## config.mk

```make
export PLATFORM = sky130hd
export DESIGN_NAME = ram_bist_16x8_flat
export DESIGN_NICKNAME = d
export VERILOG_FILES = /design/src/rtl/ram_bist_16x8_pkg.sv /design/src/rtl/ram_bist_16x8_if.sv /design/src/rtl/ram_bist_16x8_addr_gen.sv /design/src/rtl/ram_bist_16x8.sv /design/src/flat_wrapper.sv
export SDC_FILE = /design/constraint.sdc
export NUM_CORES = 1
export LEC_CHECK = 0
export CORE_ASPECT_RATIO = 1.5
export CORE_UTILIZATION = 43
export DETAILED_ROUTE_END_ITERATION = 12
export PLACE_DENSITY_LB_ADDON = 0.2
export SLEW_MARGIN = 10
export SYNTH_ARGS = -nofsm -noshare
export SYNTH_HDL_FRONTEND = slang
export SYNTH_SLANG_ARGS = --single-unit
```

## constraint.sdc

```tcl
create_clock -name clk -period 2.1 [get_ports clk]
set_input_delay 0.525 -clock clk [delete_from_list [all_inputs] [get_ports clk]]
set_output_delay 0.525 -clock clk [all_outputs]
set_load 0.1 [all_outputs]
```

## src/rtl/ram_bist_16x8_pkg.sv

```systemverilog
// ram_bist_pkg: constants and state encoding shared by the 16x8 RAM BIST
// (ram_bist_16x8), its RAM-port interface and its address generator.
//   ADDR_W/DATA_W/DEPTH : RAM geometry (16 words x 8 bits)
//   ERR_W               : width of the mismatch counter (up to 32 reads)
//   bist_state_t        : March-style test sequencer states
package ram_bist_pkg;

  localparam int unsigned DEPTH  = 16;
  localparam int unsigned ADDR_W = $clog2(DEPTH);
  localparam int unsigned DATA_W = 8;
  localparam int unsigned ERR_W  = 6;

  typedef enum logic [2:0] {
    IDLE,
    WR_UP,
    RD_UP_A,
    RD_UP_C,
    WR_DN,
    RD_DN_A,
    RD_DN_C,
    DONE
  } bist_state_t;

  // A test is in progress in every state but the two rest states.
  function automatic logic state_is_busy(input bist_state_t s);
    return (s != IDLE) && (s != DONE);
  endfunction

endpackage

```

## src/rtl/ram_bist_16x8_if.sv

```systemverilog
// ram_bist_16x8_if: single-port 16x8 RAM connection between the BIST
// (initiator) and the RAM under test.
//   ram_addr  : word address            (master -> slave)
//   ram_wdata : write data              (master -> slave)
//   ram_we    : write enable            (master -> slave)
//   ram_rdata : read data               (slave  -> master)
interface ram_bist_16x8_if;
  import ram_bist_pkg::*;

  logic [ADDR_W-1:0] ram_addr;
  logic [DATA_W-1:0] ram_wdata;
  logic              ram_we;
  logic [DATA_W-1:0] ram_rdata;

  modport master (
    output ram_addr,
    output ram_wdata,
    output ram_we,
    input  ram_rdata
  );

  modport slave (
    input  ram_addr,
    input  ram_wdata,
    input  ram_we,
    output ram_rdata
  );

endinterface

```

## src/rtl/ram_bist_16x8_addr_gen.sv

```systemverilog
// bist_addr_gen: 4-bit up/down address counter for the RAM BIST.
//   clk, rst : clock, asynchronous active-high reset (counter -> 0)
//   i_clr    : synchronous clear to address 0
//   i_en     : advance one step this cycle
//   i_down   : step direction (1 = descending) and terminal-count select
//   o_addr   : current address
//   o_tc     : terminal address of the selected direction (15 up, 0 down)
module bist_addr_gen
  import ram_bist_pkg::*;
(
  input  logic              clk,
  input  logic              rst,
  input  logic              i_clr,
  input  logic              i_en,
  input  logic              i_down,
  output logic [ADDR_W-1:0] o_addr,
  output logic              o_tc
);

  logic [ADDR_W-1:0] r_addr;

  // Wrap-around is intentional: stepping past 15 (up) or 0 (down) lands on
  // the start address of the following phase.
  always_ff @(posedge clk or posedge rst) begin
    if (rst) begin
      r_addr <= '0;
    end else if (i_clr) begin
      r_addr <= '0;
    end else if (i_en) begin
      r_addr <= i_down ? (r_addr - ADDR_W'(1)) : (r_addr + ADDR_W'(1));
    end
  end

  assign o_addr = r_addr;
  assign o_tc   = i_down ? (r_addr == '0) : (r_addr == '1);

endmodule

```

## src/rtl/ram_bist_16x8.sv

```systemverilog
// ram_bist_16x8: built-in self test for a 16x8 single-port RAM.
// Sequence: write PATTERN ascending, read/verify ascending, write ~PATTERN
// descending, read/verify descending, then a one-cycle done pulse.
// Each read takes two cycles (address, then compare) so the RAM may have
// either a combinational or a 1-cycle registered read port.
// Ports:
//   clk, rst  : clock, asynchronous active-high reset
//   start     : level request, sampled only in IDLE
//   busy      : test running
//   done      : one-cycle completion pulse
//   pass      : result, valid from done until next accepted start
//   fail_addr : address of the first mismatch
//   fail_data : data read at the first mismatch
//   err_cnt   : mismatching reads in the current run
//   ram       : RAM initiator port (ram_bist_16x8_if.master)
// Build option: define BIST_STOP_ON_FAIL_EN to end the run at the first
// mismatch instead of completing all 96 test cycles.
module ram_bist_16x8
  import ram_bist_pkg::*;
#(
  parameter logic [DATA_W-1:0] PATTERN = 8'h55
) (
  input  logic                 clk,
  input  logic                 rst,
  input  logic                 start,
  output logic                 busy,
  output logic                 done,
  output logic                 pass,
  output logic [ADDR_W-1:0]    fail_addr,
  output logic [DATA_W-1:0]    fail_data,
  output logic [ERR_W-1:0]     err_cnt,
  ram_bist_16x8_if.master      ram
);

  bist_state_t       r_state;
  bist_state_t       w_state_nxt;
  logic              r_pass;
  logic [ERR_W-1:0]  r_err_cnt;
  logic [ADDR_W-1:0] r_fail_addr;
  logic [DATA_W-1:0] r_fail_data;

  logic              w_cnt_clr;
  logic              w_cnt_en;
  logic              w_cnt_down;
  logic [ADDR_W-1:0] w_addr;
  logic              w_tc;
  logic              w_busy;
  logic              w_cmp;
  logic [DATA_W-1:0] w_expect;
  logic              w_mismatch;

  bist_addr_gen u_addr_gen (
    .clk    (clk),
    .rst    (rst),
    .i_clr  (w_cnt_clr),
    .i_en   (w_cnt_en),
    .i_down (w_cnt_down),
    .o_addr (w_addr),
    .o_tc   (w_tc)
  );

  assign w_busy     = state_is_busy(r_state);
  assign w_cmp      = (r_state == RD_UP_C) || (r_state == RD_DN_C);
  assign w_expect   = (r_state == RD_DN_C) ? ~PATTERN : PATTERN;
  assign w_mismatch = w_cmp && (ram.ram_rdata != w_expect);

  // Counter stepping: write states advance every cycle; read pairs advance
  // on the compare cycle. At the end of a read phase the counter is held so
  // it already sits on the start address of the following write phase; the
  // write phases wrap naturally onto the start of their read phase.
  always_comb begin
    w_state_nxt = r_state;
    w_cnt_clr   = 1'b0;
    w_cnt_en    = 1'b0;
    w_cnt_down  = 1'b0;
    case (r_state)
      IDLE: begin
        w_cnt_clr = 1'b1;
        if (start) w_state_nxt = WR_UP;
      end
      WR_UP: begin
        w_cnt_en = 1'b1;
        if (w_tc) w_state_nxt = RD_UP_A;
      end
      RD_UP_A: begin
        w_state_nxt = RD_UP_C;
      end
      RD_UP_C: begin
        if (w_tc) begin
          w_state_nxt = WR_DN;
        end else begin
          w_cnt_en    = 1'b1;
          w_state_nxt = RD_UP_A;
        end
      end
      WR_DN: begin
        w_cnt_down = 1'b1;
        w_cnt_en   = 1'b1;
        if (w_tc) w_state_nxt = RD_DN_A;
      end
      RD_DN_A: begin
        w_cnt_down  = 1'b1;
        w_state_nxt = RD_DN_C;
      end
      RD_DN_C: begin
        w_cnt_down = 1'b1;
        if (w_tc) begin
          w_state_nxt = DONE;
        end else begin
          w_cnt_en    = 1'b1;
          w_state_nxt = RD_DN_A;
        end
      end
      DONE: begin
        w_cnt_clr   = 1'b1;
        w_state_nxt = IDLE;
      end
      default: begin
        w_state_nxt = IDLE;
      end
    endcase
`ifdef BIST_STOP_ON_FAIL_EN
    if (w_mismatch) begin
      w_cnt_en    = 1'b0;
      w_state_nxt = DONE;
    end
`endif
  end

  always_ff @(posedge clk or posedge rst) begin
    if (rst) begin
      r_state     <= IDLE;
      r_pass      <= 1'b0;
      r_err_cnt   <= '0;
      r_fail_addr <= '0;
      r_fail_data <= '0;
    end else begin
      r_state <= w_state_nxt;
      if ((r_state == IDLE) && start) begin
        r_pass      <= 1'b0;
        r_err_cnt   <= '0;
        r_fail_addr <= '0;
        r_fail_data <= '0;
      end else if (w_mismatch) begin
        if (r_err_cnt == '0) begin
          r_fail_addr <= w_addr;
          r_fail_data <= ram.ram_rdata;
        end
        r_err_cnt <= r_err_cnt + ERR_W'(1);
      end
      // The final compare shares its edge with the DONE entry, so the
      // verdict folds in the current cycle's mismatch.
      if ((w_state_nxt == DONE) && (r_state != DONE)) begin
        r_pass <= (r_err_cnt == '0) && !w_mismatch;
      end
    end
  end

  assign busy      = w_busy;
  assign done      = (r_state == DONE);
  assign pass      = r_pass;
  assign err_cnt   = r_err_cnt;
  assign fail_addr = r_fail_addr;
  assign fail_data = r_fail_data;

  assign ram.ram_addr  = w_busy ? w_addr : '0;
  assign ram.ram_we    = (r_state == WR_UP) || (r_state == WR_DN);
  assign ram.ram_wdata = (r_state == WR_UP) ? PATTERN :
                         (r_state == WR_DN) ? ~PATTERN : '0;

endmodule

```

## src/flat_wrapper.sv

```systemverilog
// flat-port wrapper written by rule: the top's interface ports become plain ports
module ram_bist_16x8_flat import ram_bist_pkg::*;
#(
  parameter logic [DATA_W-1:0] PATTERN = 8'h55
)
  (clk, rst, start, busy, done, pass, fail_addr, fail_data, err_cnt, ram_ram_addr, ram_ram_wdata, ram_ram_we, ram_ram_rdata);
  ram_bist_16x8_if ram_i ();
  input  logic clk;
  input  logic rst;
  input  logic start;
  output logic busy;
  output logic done;
  output logic pass;
  output logic [ADDR_W-1:0] fail_addr;
  output logic [DATA_W-1:0] fail_data;
  output logic [ERR_W-1:0] err_cnt;
  output wire logic [$bits(ram_i.ram_addr)-1:0] ram_ram_addr;
  output wire logic [$bits(ram_i.ram_wdata)-1:0] ram_ram_wdata;
  output wire logic [$bits(ram_i.ram_we)-1:0] ram_ram_we;
  input wire logic [$bits(ram_i.ram_rdata)-1:0] ram_ram_rdata;
  assign ram_ram_addr = ram_i.ram_addr;
  assign ram_ram_wdata = ram_i.ram_wdata;
  assign ram_ram_we = ram_i.ram_we;
  assign ram_i.ram_rdata = ram_ram_rdata;
  ram_bist_16x8 #(.PATTERN(PATTERN)) u_core (.clk(clk), .rst(rst), .start(start), .busy(busy), .done(done), .pass(pass), .fail_addr(fail_addr), .fail_data(fail_data), .err_cnt(err_cnt), .ram(ram_i));
endmodule
```

==> reports/results.ini <==
[outcome]
run_status = complete, no violations

[clocking]
cts_buffers = 3
cts_tree = yes
clkLatencyLatePin_ns = 0.27
clock-sinks = 26
clk_pin_slew_ns = 0.10
cts_buffer_depth = 2
htree_levels = 1
cts-root-buf = clkbuf_8

[grt]
gr-total-overflow = 0
antenna_found_initial = 0
grtUsageMet3_pct = 1.96
gr-usage-met1_pct = 22.2
grt_busiest_layer = met2
globalRouteMet2Util_pct = 40.0
grt_pass1_vias = 1409
grt_max_degree = 27
grt_first_pass_wirelength_um = 6360
gr-usage-all-layers_pct = 20.4

[floorplanning]
die_w_um = 52.5
initial_core_util_pct = 45.0
fp.dieH_um = 77.7
dieArea_um2 = 4070
ioPinCount = 45
core.rowCount = 27
core_area_um2 = 3650

[synth]
synth_cells = 168
yosysSeqAreaShare_pct = 39.6
synth.distinct_cells = 48
yosys.area.top_type = dfrtp_1
syn_area_um2 = 1640
yosys_register_bits = 26
avgSynthCellArea_um2 = 9.77
synth-edff-count = 0
yosys_warnings = 0
synth_area_leaders = dfrtp_1 (40%), mux2i_1 (10%), nand2_1 (5.7%)
synth_nets = 184
synth_top_cell_area_share_pct = 39.6
async_flop_share_pct = 100
synth_ff_type = dfrtp_1

[setup_path]
worst_ep_arrival_time_ns = 1.52
timing.critical_path.to_type = primary output
crit_buf_inv = 2
max_stage_delay_ns = 0.46
worstPathRequired_ns = 1.57
crit_path_start_kind = flop
slowest_stage = dfrtp_2
crit_family = flip-flops
worst-setup-path-type = reg2out
cp_max_fo = 7
worstPathCellList = buf_4 -> nand2b_4 -> nor2_4 -> buf_12

[final_layout]
fillers = 276
register_area_um2 = 652
design_area_um2 = 2410
fin_nets = 231
utilization_pct = 66.1
syn2layout_area_growth_pct = 46.9
multiInputGateArea_um2 = 892
final_cell_count_no_fill = 257
drive_gt1_share_pct = 35.5
diodes = 0

[detailed_routing]
drtIter0Drc = 45
firstDrtPassIters = 5
ant_nets = 0
vias_per_cell = 5.45
drc = 0
num_vias = 1400
wl_um = 3870
post_drt_wl_per_cell_um = 15.1

[sta]
holdWs_ns = 0.530
timing.fmax_mhz = 488
slew_headroom_pct = 71.6
skew_ns = 0.0102
finalSetupViolations = 0
finalMaxSlewViolations = 0
tightest_slew_ns = 0.423
post-route-min-period_ns = 2.05
setup_slack_ns = 0.0512
post-route-period-util_pct = 97.6
hold_viol = 0

[run]
maxCapViolations = 0

[placement]
io_buffers = 44
dp_cells = 252
placed_area_um2 = 2340
place_ws_ns = -0.195
dp_hpwl_um = 3110
gp_congestion = 0.836

[worst_hold_path]
min_path_type = reg2reg

[pwr]
power_density_nw_per_um2 = 1190
p_leak_nw = 1.24
ir_worst_vdd_v = 0.00124

[synthesized netlist by cell type (2+ instances only)]
cell type   n
dfrtp_1    26
clkbuf_1    3
inv_2       3
inv_1      14
and4bb_1    2
buf_6       2
and3_1      2
a21oi_1     9
buf_2       2
nand4_1     4
a22o_1      2
mux2i_1    17
ha_1        4
nor4_2      3
o21ai_0     2
nor3_1      5
o22ai_1     2
nand2_1    25
nor2_1      6
a21o_1      2
buf_4       6
[routing by layer]
layer  vias up  share of wire, %
met5         -                 0
met1       686                37
met2        38                59
met4         0              0.44
li1        674                 -
met3         2               3.6
[metrics by stage]
step	TNS, ns	total power, mW
floorplan	-0.491	2.10
global placement	-1.51	2.53
CTS	0	2.89
global route	-0.00450	2.98
finish	0	2.86
detailed placement	-2.67	2.56
[kinds of logic after synthesis]
logic type | Yosys count | synth area share, %
and+or+nand+nor | 57 | 21.5
buffers and inverters | 32 | 11.0
AOI/OAI and AO/OA | 29 | 12.2
DFF | 26 | 39.6
muxes | 17 | 10.4
adders and majority gates | 5 | 4.27
xor gates and xnor gates | 2 | 1.07
[state kept, by name, indices dropped and copies added (netlist names)]
signal	count
u_core.fail_data	8
u_core.err_cnt	6
u_core.fail_addr	4
u_core.u_addr_gen.o_addr	4
u_core.r_state	3
u_core.pass	1
[report_power, final]
group / internal, mW / switching, mW
registers: 0.654 / 0.148
clock network: 0.167 / 0.157
logic: 0.393 / 1.34
total: 1.21 / 1.65
[cells in the final DEF (no fill, tap or decap), drive strengths merged, types with 2 or more instances in the layout]
cell type      instances
mux2i                 17
a211oi                 2
nand3                  2
nor2                   6
dfrtp                 26
o21ai                  3
o22ai                  2
inv                   17
a21oi                  9
buf                   47
clkbuf                 4
a21o                   2
a22o                   2
nor3                   6
and4bb                 2
and3                   2
nor4                   3
clkdlybuf4s50         10
nand4                  4
ha                     4
nand2                 26
[tightest hold or removal path, cell delays in order, from the launching register on]
cell     delay (ns)
dfrtp_1        0.38
nand2_1        0.06
mux2i_1        0.06
[cell type report]
type                            instances  area share, %
Multi-Input combinational cell        110           37.0
Inverter                               17           2.65
Tap cell                               43           2.23
Clock buffer                            4           2.28
Timing Repair Buffer                   57           28.8
Sequential cell                        26           27.0
[timing repair]
item                       CTS  global route
setup endpoints to repair    9            14
hold buffers                 0             0
buffers inserted             0             1
resized for setup            1             3
pin swaps                    0             5
[worst paths after layout]
| check | slack (ns) | cells after the start | endpoint | startpoint |
|---|---|---|---|---|
| worst max-delay path | 0.05 | 4 | ram_ram_wdata[6] | u_core.r_state[2]$_DFF_PP0_ |
| worst min-delay path | 0.53 | 2 | u_core.fail_data[7]$_DFFE_PP0P_ | u_core.fail_data[7]$_DFFE_PP0P_ |
| worst max register to register | 0.17 | 8 | u_core.u_addr_gen.o_addr[3]$_DFFE_PP0P_ | u_core.r_state[0]$_DFF_PP0_ |
| worst min register to register | 0.53 | 2 | u_core.fail_data[7]$_DFFE_PP0P_ | u_core.fail_data[7]$_DFFE_PP0P_ |
| max in group asynchronous | 1.22 | 3 | u_core.r_state[2]$_DFF_PP0_ | rst |
| min in group asynchronous | 0.61 | 3 | u_core.fail_data[1]$_DFFE_PP0P_ | rst |
No activity file was read; power rests on OpenSTA's default activity.
